--- src/rtl/code_lock_pkg.sv ---
// Shared state encoding, 7-segment patterns and width helpers for code_lock.
package code_lock_pkg;

  typedef enum logic [2:0] {
    ST_ENTRY         = 3'd0,
    ST_OPEN          = 3'd1,
    ST_CHANGE_NEW    = 3'd2,
    ST_CHANGE_VERIFY = 3'd3,
    ST_LOCKOUT       = 3'd4
  } state_e;

  localparam int unsigned SEG_W   = 9;
  localparam int unsigned TIMER_W = 32;
  localparam int unsigned TRIES_W = 4;

  // digit_sel width: $clog2(DIGITS), never below one bit
  function automatic int unsigned sel_width(input int unsigned digits);
    return (digits <= 2) ? 1 : $clog2(digits);
  endfunction

  // gfedcba, active-high; non-BCD codes blank the digit
  function automatic logic [6:0] seg_pattern(input logic [3:0] bcd);
    logic [6:0] p;
    case (bcd)
      4'd0:    p = 7'h3F;
      4'd1:    p = 7'h06;
      4'd2:    p = 7'h5B;
      4'd3:    p = 7'h4F;
      4'd4:    p = 7'h66;
      4'd5:    p = 7'h6D;
      4'd6:    p = 7'h7D;
      4'd7:    p = 7'h07;
      4'd8:    p = 7'h7F;
      4'd9:    p = 7'h6F;
      default: p = 7'h00;
    endcase
    return p;
  endfunction

endpackage

--- src/rtl/seg7_bcd_decode.sv ---
// One BCD digit to a 9-bit {2'b00, gfedcba} display pattern.
module seg7_bcd_decode
  import code_lock_pkg::*;
(
  input  logic [3:0]       bcd,
  output logic [SEG_W-1:0] seg_c
);

  assign seg_c = {2'b00, seg_pattern(bcd)};

endmodule

--- src/rtl/code_lock.sv ---
// Digital combination lock with lockout, verified code change and idle relock.
// Optional MASTER_CODE_EN: MASTER_CODE opens in ENTRY and ends LOCKOUT early.
module code_lock
  import code_lock_pkg::*;
#(
  parameter int unsigned          DIGITS      = 2,
  parameter int unsigned          MAX_TRIES   = 3,
  parameter int unsigned          LOCK_CYCLES = 50_000_000,
  parameter int unsigned          OPEN_CYCLES = 500_000_000,
  parameter logic [4*DIGITS-1:0]  INIT_CODE   = {DIGITS{4'd2}},
  parameter logic [4*DIGITS-1:0]  MASTER_CODE = {DIGITS{4'd9}},
  localparam int unsigned         SEL_W       = sel_width(DIGITS),
  localparam int unsigned         CODE_W      = 4 * DIGITS
) (
  input  logic                    clk,
  input  logic                    rst_n,
  input  logic [3:0]              sw,
  input  logic [SEL_W-1:0]        digit_sel,
  input  logic                    key_load,
  input  logic                    key_confirm,
  input  logic                    key_change,
  input  logic                    key_clear,
  output logic [CODE_W-1:0]       entry,
  output logic                    unlocked,
  output logic                    locked_out,
  output logic                    fail,
  output logic                    change_ok,
  output logic                    change_err,
  output logic [TRIES_W-1:0]      tries,
  output logic [SEG_W*DIGITS-1:0] seg
);

  state_e               state_q, state_d;
  logic [CODE_W-1:0]    code_q, code_d;
  logic [CODE_W-1:0]    cand_q, cand_d;
  logic [CODE_W-1:0]    entry_d, entry_wr;
  logic [TRIES_W-1:0]   tries_d;
  logic [TIMER_W-1:0]   lock_tmr_q, lock_tmr_d;
  logic [TIMER_W-1:0]   idle_tmr_q, idle_tmr_d;
  logic                 fail_d, change_ok_d, change_err_d;
  logic                 unlocked_d, locked_out_d;
  logic [SEG_W*DIGITS-1:0] seg_d;
  logic                 do_clear, do_load, do_confirm, do_change, load_ok;
  logic                 key_hit;
  logic                 master_hit_c;

`ifdef MASTER_CODE_EN
  assign master_hit_c = (entry == MASTER_CODE);
`else
  logic unused_master;
  assign master_hit_c  = 1'b0;
  assign unused_master = ^MASTER_CODE;
`endif

  // Key arbitration: clear > load > confirm > change
  assign do_clear   = key_clear;
  assign do_load    = !key_clear && key_load;
  assign do_confirm = !key_clear && !key_load && key_confirm;
  assign do_change  = !key_clear && !key_load && !key_confirm && key_change;
  assign load_ok    = do_load && (sw <= 4'd9);

  // Entry with sw written at digit_sel; out-of-range selects match no digit
  always_comb begin
    entry_wr = entry;
    for (int unsigned k = 0; k < DIGITS; k++) begin
      if (digit_sel == SEL_W'(k)) entry_wr[4*k +: 4] = sw;
    end
  end

  always_comb begin
    state_d      = state_q;
    code_d       = code_q;
    cand_d       = cand_q;
    entry_d      = entry;
    tries_d      = tries;
    lock_tmr_d   = lock_tmr_q;
    idle_tmr_d   = idle_tmr_q;
    fail_d       = 1'b0;
    change_ok_d  = 1'b0;
    change_err_d = 1'b0;
    key_hit      = 1'b0;

    case (state_q)
      ST_ENTRY: begin
        if (do_clear) entry_d = '0;
        else if (load_ok) entry_d = entry_wr;
        else if (do_confirm) begin
          entry_d = '0;
          if ((entry == code_q) || master_hit_c) begin
            state_d    = ST_OPEN;
            tries_d    = '0;
            idle_tmr_d = '0;
          end else begin
            fail_d = 1'b1;
            if (tries + 4'd1 >= TRIES_W'(MAX_TRIES)) begin
              tries_d    = TRIES_W'(MAX_TRIES);
              state_d    = ST_LOCKOUT;
              lock_tmr_d = TIMER_W'(LOCK_CYCLES - 1);
            end else begin
              tries_d = tries + 4'd1;
            end
          end
        end
      end

      ST_OPEN, ST_CHANGE_NEW, ST_CHANGE_VERIFY: begin
        key_hit = do_clear || load_ok || do_confirm || (do_change && (state_q == ST_OPEN));
        if (do_clear) entry_d = '0;
        else if (load_ok) entry_d = entry_wr;
        else if (do_confirm) begin
          entry_d = '0;
          if (state_q == ST_OPEN) begin
            state_d = ST_ENTRY;
          end else if (state_q == ST_CHANGE_NEW) begin
            cand_d  = entry;
            state_d = ST_CHANGE_VERIFY;
          end else begin
            if (entry == cand_q) begin
              code_d      = cand_q;
              change_ok_d = 1'b1;
            end else begin
              change_err_d = 1'b1;
            end
            state_d = ST_OPEN;
          end
        end else if (do_change && (state_q == ST_OPEN)) begin
          entry_d = '0;
          state_d = ST_CHANGE_NEW;
        end

        // Inactivity relock abandons any change in progress
        if (key_hit) begin
          idle_tmr_d = '0;
        end else if (idle_tmr_q >= TIMER_W'(OPEN_CYCLES - 1)) begin
          idle_tmr_d = '0;
          entry_d    = '0;
          state_d    = ST_ENTRY;
        end else begin
          idle_tmr_d = idle_tmr_q + TIMER_W'(1);
        end
      end

      ST_LOCKOUT: begin
`ifdef MASTER_CODE_EN
        if (do_clear) entry_d = '0;
        else if (load_ok) entry_d = entry_wr;
        else if (do_confirm) entry_d = '0;
        if (do_confirm && master_hit_c) begin
          state_d    = ST_ENTRY;
          tries_d    = '0;
          lock_tmr_d = '0;
          entry_d    = '0;
        end else
`endif
        if (lock_tmr_q == '0) begin
          state_d = ST_ENTRY;
          tries_d = '0;
          entry_d = '0;
        end else begin
          lock_tmr_d = lock_tmr_q - TIMER_W'(1);
        end
      end

      default: begin
        state_d = ST_ENTRY;
        entry_d = '0;
      end
    endcase

    unlocked_d   = (state_d == ST_OPEN) || (state_d == ST_CHANGE_NEW) ||
                   (state_d == ST_CHANGE_VERIFY);
    locked_out_d = (state_d == ST_LOCKOUT);
  end

  // Displays follow the next entry value so seg lines up with entry
  for (genvar g = 0; g < DIGITS; g++) begin : g_seg
    seg7_bcd_decode u_dec (
      .bcd  (entry_d[4*g +: 4]),
      .seg_c(seg_d[SEG_W*g +: SEG_W])
    );
  end

  always_ff @(posedge clk or negedge rst_n) begin
    if (!rst_n) begin
      state_q    <= ST_ENTRY;
      code_q     <= INIT_CODE;
      cand_q     <= '0;
      entry      <= '0;
      tries      <= '0;
      lock_tmr_q <= '0;
      idle_tmr_q <= '0;
      fail       <= 1'b0;
      change_ok  <= 1'b0;
      change_err <= 1'b0;
      unlocked   <= 1'b0;
      locked_out <= 1'b0;
      seg        <= {DIGITS{{2'b00, seg_pattern(4'd0)}}};
    end else begin
      state_q    <= state_d;
      code_q     <= code_d;
      cand_q     <= cand_d;
      entry      <= entry_d;
      tries      <= tries_d;
      lock_tmr_q <= lock_tmr_d;
      idle_tmr_q <= idle_tmr_d;
      fail       <= fail_d;
      change_ok  <= change_ok_d;
      change_err <= change_err_d;
      unlocked   <= unlocked_d;
      locked_out <= locked_out_d;
      seg        <= seg_d;
    end
  end

endmodule

--- config.mk ---
export PLATFORM = sky130hd
export DESIGN_NAME = code_lock
export DESIGN_NICKNAME = d
export VERILOG_FILES = /design/src/rtl/code_lock_pkg.sv /design/src/rtl/seg7_bcd_decode.sv /design/src/rtl/code_lock.sv
export SDC_FILE = /design/constraint.sdc
export NUM_CORES = 1
export LEC_CHECK = 0
export ABC_AREA = 1
export CELL_PAD_IN_SITES_DETAIL_PLACEMENT = 0
export CELL_PAD_IN_SITES_GLOBAL_PLACEMENT = 1
export CORE_UTILIZATION = 44
export DETAILED_ROUTE_END_ITERATION = 8
export PLACE_DENSITY = 0.85
export RECOVER_POWER = 100
export SLEW_MARGIN = 20
export SYNTH_ARGS = -nofsm -noshare
export SYNTH_HDL_FRONTEND = slang
export SYNTH_SLANG_ARGS = --single-unit
--- constraint.sdc ---
create_clock -name clk -period 3.6 [get_ports clk]
set_clock_uncertainty 0.05 [all_clocks]
set_input_delay 0.72 -clock clk [delete_from_list [all_inputs] [get_ports clk]]
set_output_delay 0.72 -clock clk [all_outputs]
set_load 0.005 [all_outputs]
=== After elaboration in Yosys (flattened, before gate mapping) ===
Memory sizes are Yosys's and may differ from the RTL's. A register that Yosys moved wholly into a read port is not among the register bits.
Index checks and enable logic that the tools add are counted.

* Bits in registers: 100
* Word-level logic and storage cells: 137
* Input port bits: 11
* ROM bits: 224
* Output and inout port bits: 35
* Memories: 2

{| class="wikitable"
|+ Memories
! memory !! depth !! width !! read ports !! clocked after Yosys merged registers in !! write ports !! RTL line !! text
|-
| (name not given) || 16 || 7 || 1 || 1 || 0 || code_lock_pkg.sv:24 || <nowiki>case (bcd)</nowiki>
|-
| (name not given) || 16 || 7 || 1 || 1 || 0 || code_lock_pkg.sv:24 ||
|}

* $lt $le $gt $ge: 3
* Multiplexer cells: 68
* Bitwise gates (word level): 4
* Add/subtract/negate cells: 3
* Equality and inequality tests: 18
* Reductions and logical operators: 27

{| class="wikitable"
|+ Operators by type and width
! cell !! number
|-
| $mux 32 || 12
|-
| $pmux 32 s2 || 2
|-
| $mux 8 || 10
|-
| $mux 3 || 12
|-
| $add 32x1->32 const B || 1
|-
| $ge 32x29->1 const B || 1
|-
| $logic_not 32->1 || 1
|-
| $mux 4 || 8
|-
| $sub 32x1->32 const B || 1
|-
| $pmux 8 s3 || 1
|-
| $mux 1 || 19
|-
| $eq 8x8->1 || 2
|-
| $ne 2x2->1 const B || 8
|-
| $reduce_and 7->1 || 2
|-
| $eq 3x2->1 const B || 4
|-
| $reduce_and 5->1 || 2
|-
| $pmux 3 s3 || 1
|-
| $pmux 4 s2 || 1
|-
| $logic_and 1x1->1 || 7
|-
| $eq 3x1->1 const B || 2
|-
| $eq 3x3->1 const B || 2
|-
| $reduce_and 6->1 || 1
|-
| $logic_not 1->1 || 5
|-
| $logic_or 1x1->1 || 5
|-
| 8 further kinds || 13
|}

=== Depth between registers and ports, before layout ===
Gate-level depths: netlist of run 1.

* Word-level depth: 15
* Depth in mapped cells: 19
* Depth with buffers taken out: 19

=== Hierarchy ===
Synthesis of run 1 repeated with hierarchy kept, for this count alone.

* Cell total of the unflattened synthesis: 1118
* Area, all modules: 7568.5 µm²

{| class="wikitable"
|+ By module, submodules not included
! module !! cells each !! area an instance (µm²) !! times used !! seq. area each (µm²)
|-
| code_lock || 1034 || 7110.6 || 1 || 2970.3
|-
| seg7_bcd_decode || 42 || 229.0 || 2 || 0.0
|}

=== Least setup slack after synthesis of run 1 ===
OpenSTA, ideal clock, no wires.

* Path type: input to register
* From: input sw[1]
* To: register seg[12]
* Stages on the path: 14
* Buffers on the path: 0
* Slack: 0.898 ns
* Data required time: 3.489 ns
* Data arrival time: 2.591 ns
* Library setup time: 0.061 ns
* Cell sequence: o21ai_1 > nand2_4 > inv_4 > nor3_4 > nand2_4 > nand2_2 > nand2_4 > a22oi_1 > inv_1 > ha_1 > nand3b_1 > nand2_1 > nand2_1 > nand2_1

* Word-level cells in the longest chain between the ends: 7
* Elaborated cells on any way between the ends: 13
* Those cells by class: 1 x order compare; 8 x mux; 4 x reduce/logical

{| class="wikitable"
|+ Ends and longest elaborated chain
! item !! RTL line !! text
|-
| start, declared || code_lock.sv:17 || <nowiki>input logic [3:0] sw,</nowiki>
|-
| $le 4x4->1 (*) || code_lock.sv:60 || <nowiki>assign load_ok = do_load && (sw <= 4'd9);</nowiki>
|-
| $logic_and 1x1->1 (*) || code_lock.sv:60 ||
|-
| $mux 8 or $logic_or 1x1->1 (tied branches) || code_lock.sv:109, code_lock.sv:107 ||
|-
| $mux 8 or $logic_or 1x1->1 (tied branches) || code_lock.sv:108, code_lock.sv:107 ||
|-
| $mux 8 or $logic_or 1x1->1 (tied branches) || code_lock.sv:134, code_lock.sv:107 ||
|-
| $mux 8 || code_lock.sv:132 || <nowiki>if (key_hit) begin</nowiki>
|-
| $pmux 8 s3 (*) || code_lock.sv:83 || <nowiki>case (state_q)</nowiki>
|-
| net entry_d[4] || code_lock.sv:36 || <nowiki>logic [CODE_W-1:0] entry_d, entry_wr;</nowiki>
|-
| end, declared || code_lock.sv:30 || <nowiki>output logic [SEG_W*DIGITS-1:0] seg</nowiki>
|}

The timed path passes the listed nets; every way through them passes the cells marked *.
A chain may end at the register's enable or synchronous reset.

=== Final worst setup path of run 1 ===
* From: input key_clear
* To: register seg[12]

* Word-level cells in the longest chain between the ends: 12
* Elaborated cells on any way between the ends: 21
* Those cells by class: 10 x mux; 11 x reduce/logical

{| class="wikitable"
|+ Ends and longest elaborated chain
! item !! RTL line !! text
|-
| start, declared || code_lock.sv:22 || <nowiki>input logic key_clear,</nowiki>
|-
| $logic_not 1->1 || code_lock.sv:57, code_lock.sv:58, code_lock.sv:59 ||
|-
| $logic_and 1x1->1 || code_lock.sv:58, code_lock.sv:59 ||
|-
| $logic_and 1x1->1 (2 in series) || code_lock.sv:59 || <nowiki>assign do_change = !key_clear && !key_load && !key_confirm && key_change;</nowiki>
|-
| $logic_and 1x1->1 || code_lock.sv:107, code_lock.sv:126 ||
|-
| $mux 8 || code_lock.sv:126 || <nowiki>end else if (do_change && (state_q == ST_OPEN)) begin</nowiki>
|-
| $mux 8 || code_lock.sv:110 || <nowiki>else if (do_confirm) begin</nowiki>
|-
| $mux 8 || code_lock.sv:109 || <nowiki>else if (load_ok) entry_d = entry_wr;</nowiki>
|-
| $mux 8 || code_lock.sv:108 || <nowiki>if (do_clear) entry_d = '0;</nowiki>
|-
| $mux 8 || code_lock.sv:134 || <nowiki>end else if (idle_tmr_q >= TIMER_W'(OPEN_CYCLES - 1)) begin</nowiki>
|-
| $mux 8 || code_lock.sv:132 ||
|-
| $pmux 8 s3 (*) || code_lock.sv:83 ||
|}

Every way passes the cells marked *; elsewhere a longest branch is shown, timed or not.

==> flow_metrics.tcl, run 1 <==
set metrics [dict create \
    cp.arrival_ps 3350 \
    antenna_found_initial 0 \
    postRouteAntennaNets 0 \
    row_count 46 \
    power_density_nw_per_um2 644 \
    min_path_cells 2 \
    syn-instance-count 1007 \
    cp.required_ps 3890 \
    tritoncts "built" \
    synthTopCellsByArea "dfrtp_1 (35%), nand2_1 (15%), nor2_1 (7.5%)" \
    p_comb_share_pct 33.2 \
    synth_most_common_cell "nand2_1" \
    hpwl_mm 13.4 \
    final_cell_area_sq_um 8420 \
    grt_pass1_vias 6159 \
    cts_buffers 17 \
    synth-main-ff-cell "dfrtp_1" \
    postCtsHoldBufs 0 \
    synth_top_cell_by_area "dfrtp_1" \
    regArea_sq_um 2870 \
    slew_violations 39 \
    drt_iter0_markers 439 \
    period_share_pct 85.0 \
    crit_path_start_kind "primary input" \
    syn_area_per_cell_sq_um 7.11 \
    drive_above_1_share_pct 7.30 \
    clkSlewWorstSetupHoldPaths_ps 50 \
    yosys.area.top_type_share_pct 34.9 \
    seqPwrFrac_pct 34.5 \
    post-route-drc-count 0 \
    synth_cell_type_count 41 \
    netSwitchingFraction_pct 38.7 \
    syn_to_final_growth_pct 17.5 \
    design.core.area_sq_um 15900 \
    synth_area_sq_um 7160 \
    synthArstFlopShare_pct 100 \
    grt_max_degree 53 \
    placed_area_sq_um 7830 \
    synthTopCellsByCount "nand2_1 (284), nor2_1 (144), inv_1 (105), dfrtp_1 (100), nand3_1 (86)" \
    finalSetupTns_ps 0 \
    yosysSeqAreaShare_pct 40.1 \
    setup_slack_ps 539 \
    cts_resized 0 \
    io_buffers 41 \
    fin_nets 1083 \
    finalSetupViolCount 0 \
    viasPerCell 5.07 \
    multiInputGateArea_sq_um 3750 \
    cp_max_fo 9 \
    cap_violations 1 \
    antenna_cells 0 \
    p_int_w 0.00333 \
    postCtsSetupRepairBufs 0 \
    hold_class "flip-flop to flip-flop" \
    clockPowerShare_pct 32.3 \
    gr-total-overflow 0 \
    fillerInstances 1621 \
    htreeDepth 4 \
    failed_checks "capacitance limit, slew limit" \
    die_w_um 130 \
    clockBufferDepth 2 \
    tightestPinTransition_ps 2250 \
    vdd_drop_max_v 0.000414 \
    worstSetupPathType "primary input to flip-flop" \
    clock-root-buffer "clkbuf_16" \
    fp.dieH_um 130 \
    die_area_sq_um 16800 \
    synth_edf_count 0 \
    leakage_nw 4.09 \
    rsz0062_at_grt "no" \
    vias 6513 \
    fin_crit_ps 3060 \
    place_ws_ps 369 \
    first_pass_iters 5 \
    clock_sinks 114 \
    hold_violations 0 \
    initial_core_util_pct 45.1 \
    hold-worst-slack_ps 430 \
    ys_warn_count 0 \
    io_pins 46 \
    drt-wirelength-per-cell_um 14.3 \
    r2r_cells 17 \
    routed_wl_mm 18.4 \
    ys_seq_elements 114 \
    p_sw_w 0.00210 \
    grt_first_pass_wirelength_mm 30.5 \
    status "finished with violations" \
    slew_headroom_pct -49.7 \
    grtUsageTotal_pct 23.4 \
    clock_latency_ps 420 \
    gp_congestion 0.879 \
    max_freq_mhz 327 \
    end_kind "flip-flop" \
]
[per-stage QoR]
stage	total power, W	utilization (%)	instances
global route	0.00582	53.0	1284
detailed placement	0.00372	49.3	1252
CTS	0.00550	53.2	1284
global placement	0.00372	49.3	1252
floorplan	0.00307	-	1010
finish	0.00542	53.0	1284
[final cells by class]
type | count | share of cell area [%]
Tap cell | 216 | 3.21
Timing Repair Buffer | 53 | 5.84
Inverter | 111 | 4.98
Clock buffer | 18 | 5.22
Multi-Input combinational cell | 758 | 44.5
Sequential cell | 114 | 34.1
Clock inverter | 14 | 2.13
[power by group through the flow]
stage	logic, W	clock network, W	registers, W
finish	0.00180	0.00175	0.00187
global route	0.00206	0.00185	0.00191
CTS	0.00184	0.00179	0.00187
detailed placement	0.00183	0	0.00188
global placement	0.00183	0	0.00189
floorplan	0.00126	0	0.00181
[registers in the layout, indices dropped and copies added, names as in the netlist]
| name | count |
|---|---|
| cand_q | 8 |
| change_err | 1 |
| change_ok | 1 |
| code_q | 8 |
| entry | 8 |
| fail | 1 |
| idle_tmr_q | 32 |
| lock_tmr_q | 32 |
| locked_out | 1 |
| seg | 14 |
| state_q | 3 |
| tries | 4 |
| unlocked | 1 |
[layer usage]
layer  GRT usage [%]  vias to the layer above  share of wire, %
met5               0                        -                 0
met4            5.34                        0              0.53
met3            5.16                        8               4.2
met2            37.0                      157                45
met1            32.7                     3030                50
li1                -                     3318                 -
[cells by family (layout without fill, tap and decap cells)]
logic type,count (synthesis),count (layout),synth area share (%)
adder cells (fa/ha/maj),17,17,2.97
XOR/XNOR,51,51,6.23
other,1,4,0.0523
buffers and inverters,138,196,7.63
AND/OR/NAND/NOR,589,589,35.1
multiplexers,4,4,0.594
AO/OA/AOI/OAI,93,93,7.39
flip-flops,114,114,40.1
[worst paths after layout]
path,start,endpoint,slack [ps]
setup / recovery,key_clear,seg[12],540
min in group asynchronous,rst_n,tries[3],920
hold reg to reg,code_q[5],code_q[5],430
hold / removal,code_q[5],code_q[5],430
max in group asynchronous,rst_n,idle_tmr_q[2],970
setup reg to reg,idle_tmr_q[0],seg[12],550
[layout by cell type, fill, tap and decap left out, drive strengths merged, types with 4 or more instances in the layout]
master         Yosys  routed
o22ai              4       4
nor4               4       4
buf               17       7
nor2             147     147
a21oi             15      15
o31ai              6       6
xnor2             16      16
clkbuf            10      24
clkdlybuf4s50      0       8
nand2            296     296
nand3             86      86
dfstp             14      14
dfrtp            100     100
nand4             24      24
inv              110     113
conb               1       4
o21ai             59      59
clkinv             1       6
xor2              35      35
nand3b             4       4
ha                17      17
dlygate4sd3        0      32
nor3              25      25
[critical path, cell delays in order]
cell	delay, ps
dlygate4sd3_1	670
nor2_1	120
nand2_1	230
nand2_1	160
nor3_4	190
nand2_4	120
nand2_1	130
nand2_4	90
a22oi_1	210
clkbuf_1	220
ha_1	260
nand2_1	80
nand2_1	50
nand2_1	60
nand2_1	40
Note: power is estimated with default switching activity, not from simulation.
==> run 2, diff against run 1 <==
--- a/config.mk
+++ b/config.mk
@@ -10,9 +10,9 @@
 export CELL_PAD_IN_SITES_GLOBAL_PLACEMENT = 1
 export CORE_UTILIZATION = 44
 export DETAILED_ROUTE_END_ITERATION = 8
-export PLACE_DENSITY = 0.85
+export PLACE_DENSITY_LB_ADDON = 0.1
 export RECOVER_POWER = 100
-export SLEW_MARGIN = 20
+export SLEW_MARGIN = 10
 export SYNTH_ARGS = -nofsm -noshare
 export SYNTH_HDL_FRONTEND = slang
 export SYNTH_SLANG_ARGS = --single-unit
==> run 2 against run 1 <==
  * The flow still finishes with violations (capacitance limit, slew limit)
  * Clock-buffer cell count unchanged
  * Clock power about the same
  * Sequential share of layout area about the same
  * Sequential cell count unchanged
  * Final cell count decreased by 0.23%
  * Maximum frequency decreased by 3.2%
  * Setup slack got worse by 100 ps
  * First-iteration DRC count decreased by 8.9%
  * Critical endpoint is now seg[3]
  * Largest cell class unchanged
==> flow_metrics.tcl, run 2 (synthesis gave the netlist of run 1 again) <==
set metrics [dict create \
    drt-wirelength-per-cell_um 15.0 \
    slew_headroom_pct -74.7 \
    cp_max_fo 9 \
    cp.arrival_ps 3470 \
    row_count 46 \
    failed_checks "capacitance limit, slew limit" \
    cp.required_ps 3910 \
    clockBufferDepth 2 \
    layout_common_cells "nand2_1 (286), nor2_1 (145), inv_1 (108)" \
    hold_class "flip-flop to flip-flop" \
    hpwl_mm 13.7 \
    routed_wl_mm 19.2 \
    grtUsageTotal_pct 24.7 \
    postCtsHoldBufs 0 \
    fin_crit_ps 3160 \
    drt_iter0_markers 400 \
    initial_core_util_pct 45.1 \
    grt_first_pass_wirelength_mm 31.5 \
    grt_pass1_vias 6109 \
    layout_commonest_cell "nand2_1" \
    clkSlewWorstSetupHoldPaths_ps 60 \
    finalSetupTns_ps 0 \
    r2r_slack_ps 440 \
    postCtsSetupRepairBufs 0 \
    tightestPinTransition_ps 2620 \
    clock_latency_ps 430 \
    gr-total-overflow 0 \
    fin_cells 1281 \
    io_buffers 41 \
    dp.cells 1249 \
    largest_registers "idle_tmr_q: 32 flops, lock_tmr_q: 32 flops, seg: 14 flops" \
    met3_usage_pct 5.12 \
    gp_congestion 0.873 \
    rsz0062_at_grt "no" \
    end_kind "flip-flop" \
    clock_sinks 114 \
    antenna_cells 0 \
    finalSetupViolCount 0 \
    syn_to_final_growth_pct 17.4 \
    cap_violations 1 \
    grt_max_degree 71 \
    leakage_nw 4.07 \
    design.core.area_sq_um 15900 \
    drive_above_1_share_pct 6.85 \
    die_area_sq_um 16800 \
    vdd_drop_max_v 0.000348 \
    antenna_found_initial 0 \
    busiest_layer "met2" \
    status "finished with violations" \
    first_pass_iters 5 \
    finalPower_w 0.00545 \
    hold_violations 0 \
    grt_use_met2_pct 38.2 \
    postRouteAntennaNets 0 \
    cts_resized 0 \
    fp.dieH_um 130 \
    viasPerCell 5.06 \
    slew_violations 45 \
    power_density_nw_per_um2 647 \
    io_pins 46 \
    crit_path_start_kind "flip-flop" \
    max_freq_mhz 316 \
    htreeDepth 4 \
    clock-root-buffer "clkbuf_16" \
    worstSetupPathType "flip-flop to flip-flop" \
    post-route-drc-count 0 \
    grt_use_met1_pct 34.7 \
    tritoncts "built" \
    period_share_pct 87.8 \
    vias 6486 \
    cts_buffers 17 \
    die_w_um 130 \
    fin_nets 1080 \
]
[run 2: path summary, 6_finish.rpt]
kind	from	to	cells past startpoint
max	idle_tmr_q[0]	seg[3]	18
min in group asynchronous	rst_n	idle_tmr_q[9]	1
max reg2reg	idle_tmr_q[0]	seg[3]	18
min	code_q[5]	code_q[5]	2
min reg2reg	code_q[5]	code_q[5]	2
max in group asynchronous	rst_n	tries[3]	1
[run 2: stage by stage]
step,setup WS (ps),util [%],area (sq um),hold WS (ps)
finish,438,53.0,8410,431
global route,136,53.0,8410,460
CTS,578,53.1,8440,283
detailed placement,363,49.2,7820,422
global placement,448,49.2,7820,415
floorplan,898,-,7180,374
[run 2: layer usage]
metal	up-vias	wire, um
li1	3297	-
met1	3063	9630
met2	108	8660
met3	18	723
met4	0	213
met5	-	0
[run 2: where the power goes]
| group | leakage, nW | total (W) | switching [W] | internal [W] |
|---|---|---|---|---|
| Clock | 0.296 | 0.00178 | 0.000623 | 0.00115 |
| Combinational | 2.32 | 0.00180 | 0.00119 | 0.000612 |
| Sequential | 1.46 | 0.00187 | 0.000269 | 0.00160 |
[run 2: cell type report]
class / count / area (sq um)
Clock inverter: 14 / 189
Multi-Input combinational cell: 758 / 3750
Fill cell: 1644 / 7470
Sequential cell: 114 / 2870
Clock buffer: 18 / 429
Timing Repair Buffer: 50 / 485
Inverter: 111 / 419
Tap cell: 216 / 270
[run 2: critical path: stages (launching register included)]
cell and delay (ps):
dfrtp_1 450, ha_1 320, nand3_1 240, nor2_1 150
clkbuf_1 230, nand2_1 80, nand2_1 100, nand2_1 60
nand2_1 160, nand2_4 130, nand2_2 100, nand2_4 80
a31oi_1 210, clkbuf_1 230, ha_1 260, nand2_1 80
nand2_1 50, nand2_1 60, nand2_1 50
